### config.mk
export PLATFORM = sky130hd
export DESIGN_NAME = csr_access_ctrl
export DESIGN_NICKNAME = d
export VERILOG_FILES = /design/src/rtl/fpu_csr_pkg.sv /design/src/rtl/csr_rmw_alu.sv /design/src/rtl/csr_access_ctrl.sv
export SDC_FILE = /design/constraint.sdc
export NUM_CORES = 1
export LEC_CHECK = 0
export BUFFER_PORTS_ARGS = -buffer_cell sky130_fd_sc_hd__buf_2
export CELL_PAD_IN_SITES_DETAIL_PLACEMENT = 0
export CELL_PAD_IN_SITES_GLOBAL_PLACEMENT = 1
export CORE_MARGIN = 8
export CORE_UTILIZATION = 25
export CTS_CLUSTER_SIZE = 40
export DETAILED_ROUTE_END_ITERATION = 6
export MAX_ROUTING_LAYER = met4
export PLACE_DENSITY = 0.57
export SYNTH_ARGS = -nofsm -noshare
export SYNTH_HDL_FRONTEND = slang
export SYNTH_SLANG_ARGS = --single-unit
### constraint.sdc
create_clock -name clk -period 2.6 [get_ports clk]
set_clock_uncertainty 0.1 [all_clocks]
set_input_delay 0.39 -clock clk [delete_from_list [all_inputs] [get_ports clk]]
set_output_delay 0.39 -clock clk [all_outputs]
set_load 0.05 [all_outputs]
### src/rtl/fpu_csr_pkg.sv
// fpu_csr_pkg: CSR addresses, CSR instruction ops and sequencer states shared by the CSR access path
package fpu_csr_pkg;
   localparam logic [11:0] MSTATUS = 12'h300;
   localparam logic [11:0] MTVEC   = 12'h305;
   localparam logic [11:0] MEPC    = 12'h341;
   localparam logic [11:0] MCAUSE  = 12'h342;
   localparam logic [11:0] MTVAL   = 12'h343;
   localparam logic [11:0] FFLAGS  = 12'h001;
   localparam logic [11:0] FRM     = 12'h002;
   localparam logic [11:0] FCSR    = 12'h003;
   typedef enum logic [1:0] {RO = 2'b00, RW = 2'b01, RS = 2'b10, RC = 2'b11} csr_op_e;
   typedef enum logic [3:0] {
      IDLE, RMW_RD, RMW_WR, FLG_RD, FLG_WR, TRP_EPC, TRP_CAUSE, TRP_TVAL, TRP_VEC
   } csr_ctrl_state_e;
endpackage

### src/rtl/csr_rmw_alu.sv
// csr_rmw_alu: new value and write enable for CSRRW/CSRRS/CSRRC; set/clear with zero operand does not write
module csr_rmw_alu
   import fpu_csr_pkg::*;
#(
   parameter int XLEN = 32
) (
   input  csr_op_e           op,
   input  logic [XLEN-1:0]   old,
   input  logic [XLEN-1:0]   wdata,
   output logic [XLEN-1:0]   nval,
   output logic              we
);
   assign nval = op == RW ? wdata : op == RS ? (old | wdata) : op == RC ? (old & ~wdata) : old;
   assign we   = op == RW || (op != RO && wdata != '0);
endmodule

### src/rtl/csr_access_ctrl.sv
// csr_access_ctrl: arbitrates trap entry, core CSR instructions and sticky FPU flags onto one CSR write port
module csr_access_ctrl
   import fpu_csr_pkg::*;
#(
   parameter int XLEN   = 32,
   parameter int ADDR_W = 12,
   parameter int FLAG_W = 5
) (
   input  logic              clk,
   input  logic              rst,
   input  logic              trap_req,
   input  logic [XLEN-1:0]   trap_epc,
   input  logic [XLEN-1:0]   trap_cause,
   input  logic [XLEN-1:0]   trap_tval,
   output logic              trap_done,
   output logic [XLEN-1:0]   trap_vec,
   input  logic              csr_req_valid,
   output logic              csr_req_ready,
   input  logic [1:0]        csr_req_op,
   input  logic [ADDR_W-1:0] csr_req_addr,
   input  logic [XLEN-1:0]   csr_req_wdata,
   output logic              csr_rsp_valid,
   output logic [XLEN-1:0]   csr_rsp_rdata,
   input  logic              fpu_flag_valid,
   input  logic [FLAG_W-1:0] fpu_flags,
   output logic              csrW_en,
   output logic [ADDR_W-1:0] csr_address_w,
   output logic [XLEN-1:0]   csr_data_w,
   output logic [ADDR_W-1:0] csr_address_r,
   input  logic [XLEN-1:0]   csr_data_r
);
   csr_ctrl_state_e   state;
   csr_op_e           op_q;
   logic [ADDR_W-1:0] addr_q;
   logic [XLEN-1:0]   wdata_q, old_q, epc_q, cause_q, tval_q, vec_q, rmw_val;
   logic [FLAG_W-1:0] pend_flags, snap, flags_in;
   logic              rmw_we;
   csr_rmw_alu #(.XLEN(XLEN)) u_alu (
      .op(op_q), .old(old_q), .wdata(wdata_q), .nval(rmw_val), .we(rmw_we)
   );
   assign flags_in      = fpu_flag_valid ? fpu_flags : '0;
   assign csr_req_ready = rst && state == IDLE && !trap_req && csr_req_valid;
   always_ff @(posedge clk or negedge rst)
      if (!rst) begin
         state      <= IDLE;
         op_q       <= RO;
         addr_q     <= '0;
         wdata_q    <= '0;
         old_q      <= '0;
         epc_q      <= '0;
         cause_q    <= '0;
         tval_q     <= '0;
         vec_q      <= '0;
         pend_flags <= '0;
         snap       <= '0;
      end else begin
         // only the snapshot being committed is retired; newer arrivals stay pending
         pend_flags <= state == FLG_WR ? (pend_flags & ~snap) | flags_in : pend_flags | flags_in;
         case (state)
            IDLE:
               if (trap_req) begin
                  epc_q   <= trap_epc;
                  cause_q <= trap_cause;
                  tval_q  <= trap_tval;
                  state   <= TRP_EPC;
               end else if (csr_req_valid) begin
                  op_q    <= csr_op_e'(csr_req_op);
                  addr_q  <= csr_req_addr;
                  wdata_q <= csr_req_wdata;
                  state   <= RMW_RD;
               end else if (pend_flags != '0) state <= FLG_RD;
            RMW_RD: begin
               old_q <= csr_data_r;
               state <= RMW_WR;
            end
            FLG_RD: begin
               old_q <= csr_data_r;
               snap  <= pend_flags;
               state <= FLG_WR;
            end
            TRP_EPC:   state <= TRP_CAUSE;
            TRP_CAUSE: state <= TRP_TVAL;
            TRP_TVAL:  state <= TRP_VEC;
            TRP_VEC: begin
               vec_q <= csr_data_r;
               state <= IDLE;
            end
            default:   state <= IDLE;
         endcase
      end
   always_comb begin
      csrW_en       = 1'b0;
      csr_address_w = '0;
      csr_data_w    = '0;
      csr_address_r = '0;
      csr_rsp_valid = state == RMW_WR;
      csr_rsp_rdata = state == RMW_WR ? old_q : '0;
      trap_done     = state == TRP_VEC;
      trap_vec      = state == TRP_VEC ? csr_data_r : vec_q;
      case (state)
         RMW_RD: csr_address_r = addr_q;
         RMW_WR: begin
            csrW_en       = rmw_we;
            csr_address_w = addr_q;
            csr_data_w    = rmw_val;
         end
         FLG_RD: csr_address_r = ADDR_W'(FFLAGS);
         FLG_WR: begin
            csrW_en       = 1'b1;
            csr_address_w = ADDR_W'(FFLAGS);
            csr_data_w    = XLEN'(old_q[FLAG_W-1:0] | snap);
         end
         TRP_EPC: begin
            csrW_en       = 1'b1;
            csr_address_w = ADDR_W'(MEPC);
            csr_data_w    = epc_q;
         end
         TRP_CAUSE: begin
            csrW_en       = 1'b1;
            csr_address_w = ADDR_W'(MCAUSE);
            csr_data_w    = cause_q;
         end
         TRP_TVAL: begin
            csrW_en       = 1'b1;
            csr_address_w = ADDR_W'(MTVAL);
            csr_data_w    = tval_q;
         end
         TRP_VEC: csr_address_r = ADDR_W'(MTVEC);
         default: ;
      endcase
   end
endmodule

---- After elaboration in Yosys (flattened, before gate mapping) ----
Index checks and enable logic that the tools add are counted.
storage, ports and cells
  register bits ........................... 220
  bits of input ports ..................... 184
  logic and storage cells ................. 61
operators by class
  equal/unequal tests ..................... 12
  muxes and demuxes ....................... 15
  bitwise operators ....................... 9
  reductions and logical operators ........ 14
operators with widths
  operator                                                         count
  32-bit 2-to-1 mux                                                5
  32-bit one-hot mux with 5 select lines                           1
  12-bit one-hot mux with 5 select lines                           1
  12-bit one-hot mux with 3 select lines                           1
  32-bit bitwise AND                                               1
  32-bit inverter                                                  1
  32-bit OR                                                        1
  32-bit nonzero test                                              1
  4-bit one-hot mux with 6 select lines                            1
  4-bit by 3-bit == test with 1-bit output, second input constant  4
  5-bit OR                                                         3
  4-bit 2-to-1 mux                                                 3
  5-bit 2-to-1 mux                                                 2
  4-bit by 2-bit == test with 1-bit output, second input constant  2
  5-bit bitwise AND                                                1
  5-bit inverter                                                   1
  5-bit nonzero test                                               1
  2-bit == test, second input constant                             2
  4-bit by 1-bit == test with 1-bit output, second input constant  1
  4-bit == test, second input constant                             1
  1-bit logical AND                                                4
  4-bit zero test                                                  1
  4-bit by 3-bit != test with 1-bit output, second input constant  1
  4-bit OR reduction                                               1
  9 further kinds                                                  9

---- Logic depth before layout (Yosys ltp) ----
Gate-level depths: netlist of the first run.
  depth after elaboration ................. 6
  mapped depth ............................ 8

---- Cells and area by module ----
A second synthesis of the first run with hierarchy kept.
second synthesis, totals
  cells, all modules ...................... 816
  area, all modules ....................... 10696.5 um^2
by module, submodules not included
  module           instances  cells each  area an instance (um^2)  sequential area each (um^2)
  csr_access_ctrl  1          694         9818.2                   5505.3
  csr_rmw_alu      1          122         878.3                    0.0

---- Worst setup path before layout of the first run ----
Ideal clock, no wire load.
  path kind ............................... register to output
  from .................................... register state[0]
  to ...................................... output csr_data_w[10]
  arrival ................................. 2.298 ns
  setup slack ............................. -0.188 ns
  stages on the path, launching flop included .. 9
  buffers on the path ..................... 4
  path through ............................ dfrtp_1 > buf_4 > nor2b_1 > buf_2 > and2_0 > buf_2 > clkbuf_1 > o21ai_0 > o21ai_0
on the way
  longest elaborated chain between the ends .. 2
ends and longest elaborated chain
  what                                      RTL line                text
  start: declaration                        csr_access_ctrl.sv:32   csr_ctrl_state_e state;
  start signal: assignment                  csr_access_ctrl.sv:45   state <= IDLE;
  start signal: assignment                  csr_access_ctrl.sv:65   state <= TRP_EPC;
  start signal: assignment                  csr_access_ctrl.sv:70   state <= RMW_RD;
  4-bit by 2-bit == test with 1-bit output  n/a
  via csr_rsp_valid                         csr_access_ctrl.sv:22   output logic csr_rsp_valid,
  32-bit one-hot mux with 5 select lines    csr_access_ctrl.sv:100  case (state)
  end: declaration                          csr_access_ctrl.sv:28   output logic [XLEN-1:0] csr_data_w,
The timed path passes the listed nets, and every way through them passes these cells.

---- Worst setup path after layout of the first run ----
  from .................................... register state[0]
  to ...................................... output trap_vec[7]
on the way
  longest elaborated chain between the ends .. 2
ends and longest elaborated chain
  what               RTL line               text
  4-bit == test      csr_access_ctrl.sv:99  trap_vec = state == TRP_VEC ? csr_data_r : vec_q;
  32-bit 2-to-1 mux  n/a
  end: declaration   csr_access_ctrl.sv:16  output logic [XLEN-1:0] trap_vec,
Every way passes these cells.

==> results of run 1 <==
metrics by stage:
step | cell area, µm² | instances | setup WS (ns) | total power [mW] | hold WS, ns
floorplan | 10600 | 921 | 0.109 | 14.1 | -0.00559
finish | 18600 | 2038 | -0.212 | 26.8 | 0.0737
global placement | 13000 | 1735 | 0.150 | 18.0 | 0.186
CTS | 18100 | 2031 | -0.225 | 26.4 | 0.00565
detailed placement | 13000 | 1735 | 0.180 | 18.1 | 0.188
global route | 18600 | 2038 | -0.274 | 28.3 | 0.0569
routing by layer:
metal	vias to the layer above	track usage	part of all wire
met5	-	-	0
met4	0	0.0450	0.023
met3	54	0.0395	0.049
met2	242	0.324	0.50
met1	4807	0.233	0.43
li1	4432	-	-
worst max-delay path, delay by kind of cell (launching register included):
kind	cells	cell delay [ns]
multiplexers	1	0.32
AND/OR/NAND/NOR	1	0.30
buffers and inverters	5	0.72
flip-flops	1	0.42
timing repair:
action                                  in CTS  in global routing
gates cloned                                22                  1
buffers inserted                            50                 13
endpoints found under the setup margin     119                123
gates resized for setup                    422                167
pin swaps                                   27                 27
endpoints found under the hold margin      244                  0
hold buffers                               180                  0
flip-flops by register name, indices dropped and copies added, names as in the netlist:
| name | count |
|---|---|
| addr_q | 12 |
| cause_q | 32 |
| epc_q | 32 |
| old_q | 32 |
| op_q | 2 |
| pend_flags | 5 |
| snap | 5 |
| state | 4 |
| tval_q | 32 |
| vec_q | 32 |
| wdata_q | 32 |
synth_stat cells, types with 2 or more instances:
cell | instances | area (µm²)
nand3_1 | 2 | 10.0
nand3b_1 | 2 | 15.0
a21o_1 | 3 | 22.5
nor3_1 | 6 | 30.0
mux2i_1 | 27 | 270
buf_2 | 22 | 110
nor2_1 | 71 | 267
mux2_2 | 141 | 1590
buf_1 | 2 | 7.51
o21ai_0 | 65 | 325
a22oi_1 | 5 | 37.5
clkbuf_1 | 39 | 146
or3_1 | 2 | 12.5
buf_6 | 7 | 78.8
buf_4 | 2 | 15.0
nand2b_1 | 4 | 25.0
o211ai_1 | 5 | 37.5
a22o_1 | 6 | 52.6
nand2_1 | 19 | 71.3
a21oi_1 | 127 | 636
inv_1 | 3 | 11.3
nor4_1 | 8 | 50.1
nor2b_1 | 3 | 18.8
and2_1 | 8 | 50.1
dfrtp_1 | 220 | 5510
and3_1 | 41 | 257
mux2_1 | 70 | 788
area by class of cell:
type / instances / area (µm²)
clock buffer: 40 / 764
inverter: 3 / 15.0
multi-input combinational: 626 / 5600
antenna: 2 / 5.00
sequential: 220 / 5510
timing repair buffer: 599 / 5910
tap: 539 / 674
fill: 3866 / 23200
clock inverter: 9 / 124
placed cells by master (no fill, tap or decap), drive strengths merged, types with 9 or more instances in the layout:
master         n
nand2         19
dfrtp        220
and2           9
and3          41
nor4           9
mux2         211
nor2          71
mux2i         27
o21ai         65
a21oi        127
buf          412
dlygate4sd3  180
clkbuf        47
power by group through the flow:
stage | logic [mW] | clock network (mW) | registers [mW]
after CTS | 15.8 | 3.96 | 6.63
after detailed placement | 11.5 | 0 | 6.61
after global routing | 17.2 | 4.11 | 6.93
final | 16.3 | 3.86 | 6.68
after global placement | 11.4 | 0 | 6.54
after floorplan | 8.11 | 0 | 6.03
worst max-delay path by stage:
stage / end / slack, ns / cells past startpoint
6_report: trap_vec[7] / -0.21 / 7
5_1_grt: trap_vec[22] / -0.27 / 7
4_1_cts: trap_vec[19] / -0.22 / 8
3_5_place_dp: csr_req_ready / 0.18 / 5
3_3_place_gp: csr_req_ready / 0.15 / 5
2_1_floorplan: csr_data_w[4] / 0.11 / 6
cell families after synthesis:
logic type,Yosys count,share of synthesized area
AO/OA/AOI/OAI,215,0.109
XOR/XNOR,1,0.000831
buffers and inverters,75,0.0350
flip-flops,220,0.522
multiplexers,238,0.251
AND/OR/NAND/NOR,172,0.0821
==> results by group, run 1 <==
Placed design
  • I/O Buffers: 307
  • Detailed Place HPWL: 28200 µm
  • Final Wtd Congestion: 0.776

Yosys
  • Seq cells post-synth: 220
  • Avg Cell Area, Syn: 11.4 µm²
  • Commonest register cell after synthesis: dfrtp_1
  • Synthesized Nets: 1105
  • Synth Cell Area: 10500 µm²
  • Synth Instances: 921
  • Register area share after synthesis: 0.522
  • Number of flops mapped to enable cells by yosys: 0
  • Synth warnings: 0
  • FFs w/ async S/R, synth: 1.00
  • Distinct cells, synth: 38

Critical path
  • Crit Path Max Fanout: 5
  • Critical-path cell list: buf_6 -> nor4b_4 -> buf_6 -> buf_8 -> buf_12 -> mux2_4 -> buf_8
  • CP max stage cell: dfrtp_1
  • CP Launch Type: flip-flop
  • CP peak stage delay: 0.42 ns
  • Critical Path RT: 2.11 ns
  • RR Endpoint: wdata_q[2]
  • Worst Setup SP: state[0]
  • Kind of critical path: reg -> out
  • Critical Path End Type: primary output
  • Worst r2r path cells: 8
  • Worst EP arrival: 2.32 ns
  • Reg-to-Reg Start: state[0]
  • R2R Setup Slk: 0.32 ns

Timing
  • TNS Setup: -8.07 ns
  • Fin crit period: 2.81 ns
  • Final setup fails: 77
  • Slew @ Worst Pin: 0.688 ns
  • Slew margin rel.: 0.538
  • Highest Clock Rate: 356 MHz
  • Final hold violation count: 0
  • Fin worst setup slack: -0.212 ns
  • RSZ-0062 raised after global routing: yes
  • Fin. max-slew vios: 0
  • Final worst path period share: 1.08

Clock network
  • Reg clk slew, reported paths: 0.06 ns
  • Clk buf depth: 3
  • # H-tree levels: 1
  • Worst skew pair latency: 0.54 ns
  • CTS tree: built
  • Clock sink count: 220
  • Num CTS Buffers: 27
  • Root Driver: clkbuf_16

Pwr
  • Clock Power Share: 0.144
  • Power density cells: 1440 nW/µm²
  • Cell internal pwr: 14.8 mW
  • Switching Share: 0.447
  • Flop pwr share: 0.249
  • Comb power frac: 0.607
  • Switching pwr: 12.0 mW
  • Max IR drop VDD: 1170 µV
  • Lkg Pwr: 8.21 nW

Floorplanning
  • Initial Utilization: 0.252
  • Die area: 49000 µm²
  • Placeable Area: 41800 µm²
  • Num rows: 75
  • Die W: 221 µm
  • Chip height: 221 µm
  • # IOs: 308

Routing
  • Via/cell ratio: 4.68
  • Antenna-violating nets left: 0
  • Initial DRC count: 504
  • Routed length per instance: 22.8 µm
  • DR vias: 9535
  • Final WL: 46400 µm
  • DR pass1 iterations: 4
  • DRC viols: 0

Layout
  • Post-layout util: 0.445
  • Layout cell share with drive strength beyond 1: 0.492
  • Nets: 1661
  • Area Overhead vs Synth: 76.5%

GRT
  • Gr ovfl total: 0
  • Vias in the first global route: 10.6k
  • Largest net degree at the start of global routing: 86
  • GR Util All Layers: 0.192
  • Antenna violations before repair: 2
  • First-pass GRT wire length: 69800 µm

Status
  • Failing checks: negative setup slack
  • Outcome: finished, violations left

Hold path
  • Worst Hold Endpoint: state[1]
  • Min-delay src: csr_req_valid
  • Worst Hold Class: in -> reg
  • Hold depth: 3

Flow run
  • Max Cap Viol: 0
Power figures use the tool's default switching activity.
==> inputs of run 2 (changes only) <==
Settings changed: CTS_BUF_LIST set to sky130_fd_sc_hd__clkbuf_8.
==> results by group, run 2 (synthesis results as in run 1) <==
Critical path
  • Critical Path RT: 2.11 ns
  • Critical Path End Type: primary output
  • Crit Path Max Fanout: 5
  • Crit path buf inv count: 5
  • Critical-path cell list: buf_6 -> nor4b_4 -> buf_6 -> buf_8 -> buf_12 -> mux2_4 -> buf_8
  • Worst EP arrival: 2.32 ns
  • Kind of critical path: reg -> out
  • R2R Setup Slk: 0.30 ns
  • CP Launch Type: flip-flop
  • CP max stage cell: dfrtp_1
  • CP delay by family, top: buffers and inverters
  • CP peak stage delay: 0.39 ns

Floorplanning
  • Placeable Area: 41800 µm²
  • # IOs: 308
  • Die area: 49000 µm²
  • Num rows: 75
  • Die W: 221 µm
  • Chip height: 221 µm
  • Initial Utilization: 0.252

GRT
  • GR Util All Layers: 0.190
  • Vias in the first global route: 10.7k
  • Antenna violations before repair: 2
  • First-pass GRT wire length: 68700 µm
  • Gr ovfl total: 0
  • Largest net degree at the start of global routing: 86

Pwr
  • Power density cells: 1400 nW/µm²
  • Lkg Pwr: 8.16 nW
  • Max IR drop VDD: 1060 µV

Routing
  • DR vias: 9581
  • Antenna-violating nets left: 0
  • Initial DRC count: 427
  • DR pass1 iterations: 5
  • Routed length per instance: 22.3 µm
  • DRC viols: 0
  • Final WL: 46100 µm
  • Via/cell ratio: 4.63

Layout
  • Commonest non-fill, non-tap cells in the layout: dfrtp_1, dlygate4sd3_1, buf_2
  • Non-filler cells, final: 2068
  • Area Overhead vs Synth: 71.0%
  • Commonest non-fill, non-tap cell in the layout: dfrtp_1
  • Layout cell share with drive strength beyond 1: 0.455
  • Nets: 1684

Placed design
  • Dpl cells: 1735
  • Final Wtd Congestion: 0.776
  • I/O Buffers: 307
  • Detailed Place HPWL: 28200 µm

Clock network
  • Reg clk slew, reported paths: 0.06 ns
  • Clk buf depth: 3
  • Clock sink count: 220
  • CTS tree: built
  • Worst skew pair latency: 0.58 ns
  • Root Driver: clkbuf_8
  • Num CTS Buffers: 41
  • # H-tree levels: 2

Status
  • Failing checks: negative setup slack
  • Outcome: finished, violations left

Timing
  • Highest Clock Rate: 355 MHz
  • Fin. max-slew vios: 0
  • Slew @ Worst Pin: 0.680 ns
  • Final setup fails: 81
  • Fin crit period: 2.81 ns
  • Slew margin rel.: 0.544
  • Final hold violation count: 0
  • Final worst path period share: 1.08
  • TNS Setup: -9.91 ns
  • Fin worst setup slack: -0.214 ns
  • RSZ-0062 raised after global routing: yes

Flow run
  • Max Cap Viol: 0

Hold path
  • Worst Hold Class: in -> async
run 2: cell count changes in the layout (fill, tap and decap cells not counted), sizes merged:
| cell | before | now |
|---|---|---|
| inv | 3 | 18 |
| clkbuf | 47 | 58 |
| dlygate4sd3 | 180 | 184 |
| buf | 412 | 415 |
| bufinv | 3 | 1 |
| clkinv | 5 | 3 |
| bufbuf | 0 | 1 |
run 2: power breakdown:
group / switching (mW) / internal (mW) / leakage, nW
registers: 1.41 / 5.18 / 2.59
clock network: 1.52 / 1.82 / 0.465
logic: 8.43 / 6.94 / 5.11
run 2: worst paths after layout:
check,depth (start not counted),end,start
worst max register to register,8,wdata_q[2],state[3]
max in group asynchronous,3,old_q[11],rst
worst max-delay path,7,trap_vec[22],state[0]
worst min register to register,1,epc_q[16],epc_q[16]
min in group clk,1,epc_q[16],epc_q[16]
worst min-delay path,2,wdata_q[25],rst
run 2: repair_timing:
item                                    in CTS  in global routing
gates cloned                                18                  3
resized for setup                          349                121
hold endpoints to repair                   338                  0
setup buffers                               51                 11
hold buffers                               184                  0
pin swaps                                   19                 17
endpoints found under the setup margin     120                124
run 2: worst reg2reg max path: cells and delay by family, from the launching register on:
family | cells | cell delay [ns]
buf+inv | 5 | 0.80
flops | 1 | 0.40
mux | 1 | 0.35
simple gates | 2 | 0.52
run 2: cell type report:
type                    instances  area [µm²]
fillers                      3926       23700
clock inverters                20         109
repair buffers                608        5850
diodes                          2        5.00
well taps                     539         674
multi-input cells             626        5180
inverters                       3        11.3
clock buffers                  50         688
flip-flops and latches        220        5510
run 2: per-stage QoR:
step / instance area (µm²) / utilization / power, mW / hold slack, ns / setup slack, ns
finish: 18000 / 0.431 / 25.3 / 0.173 / -0.214
global route: 18000 / 0.431 / 26.8 / 0.157 / -0.317
CTS: 17700 / 0.424 / 25.1 / 0.132 / -0.290
detailed placement: 13000 / 0.312 / 18.1 / 0.188 / 0.180
global placement: 13000 / 0.312 / 18.0 / 0.186 / 0.150
floorplan: 10600 / - / 14.1 / -0.00559 / 0.109
run 2: metal layers:
layer | up-vias | wire length [µm] | track usage | share of wire
met5 | - | 0 | - | 0
met4 | 0 | 1390 | 0.0585 | 0.030
met3 | 79 | 2530 | 0.0509 | 0.055
met2 | 266 | 22500 | 0.314 | 0.49
met1 | 4754 | 19600 | 0.223 | 0.43
li1 | 4482 | - | - | -
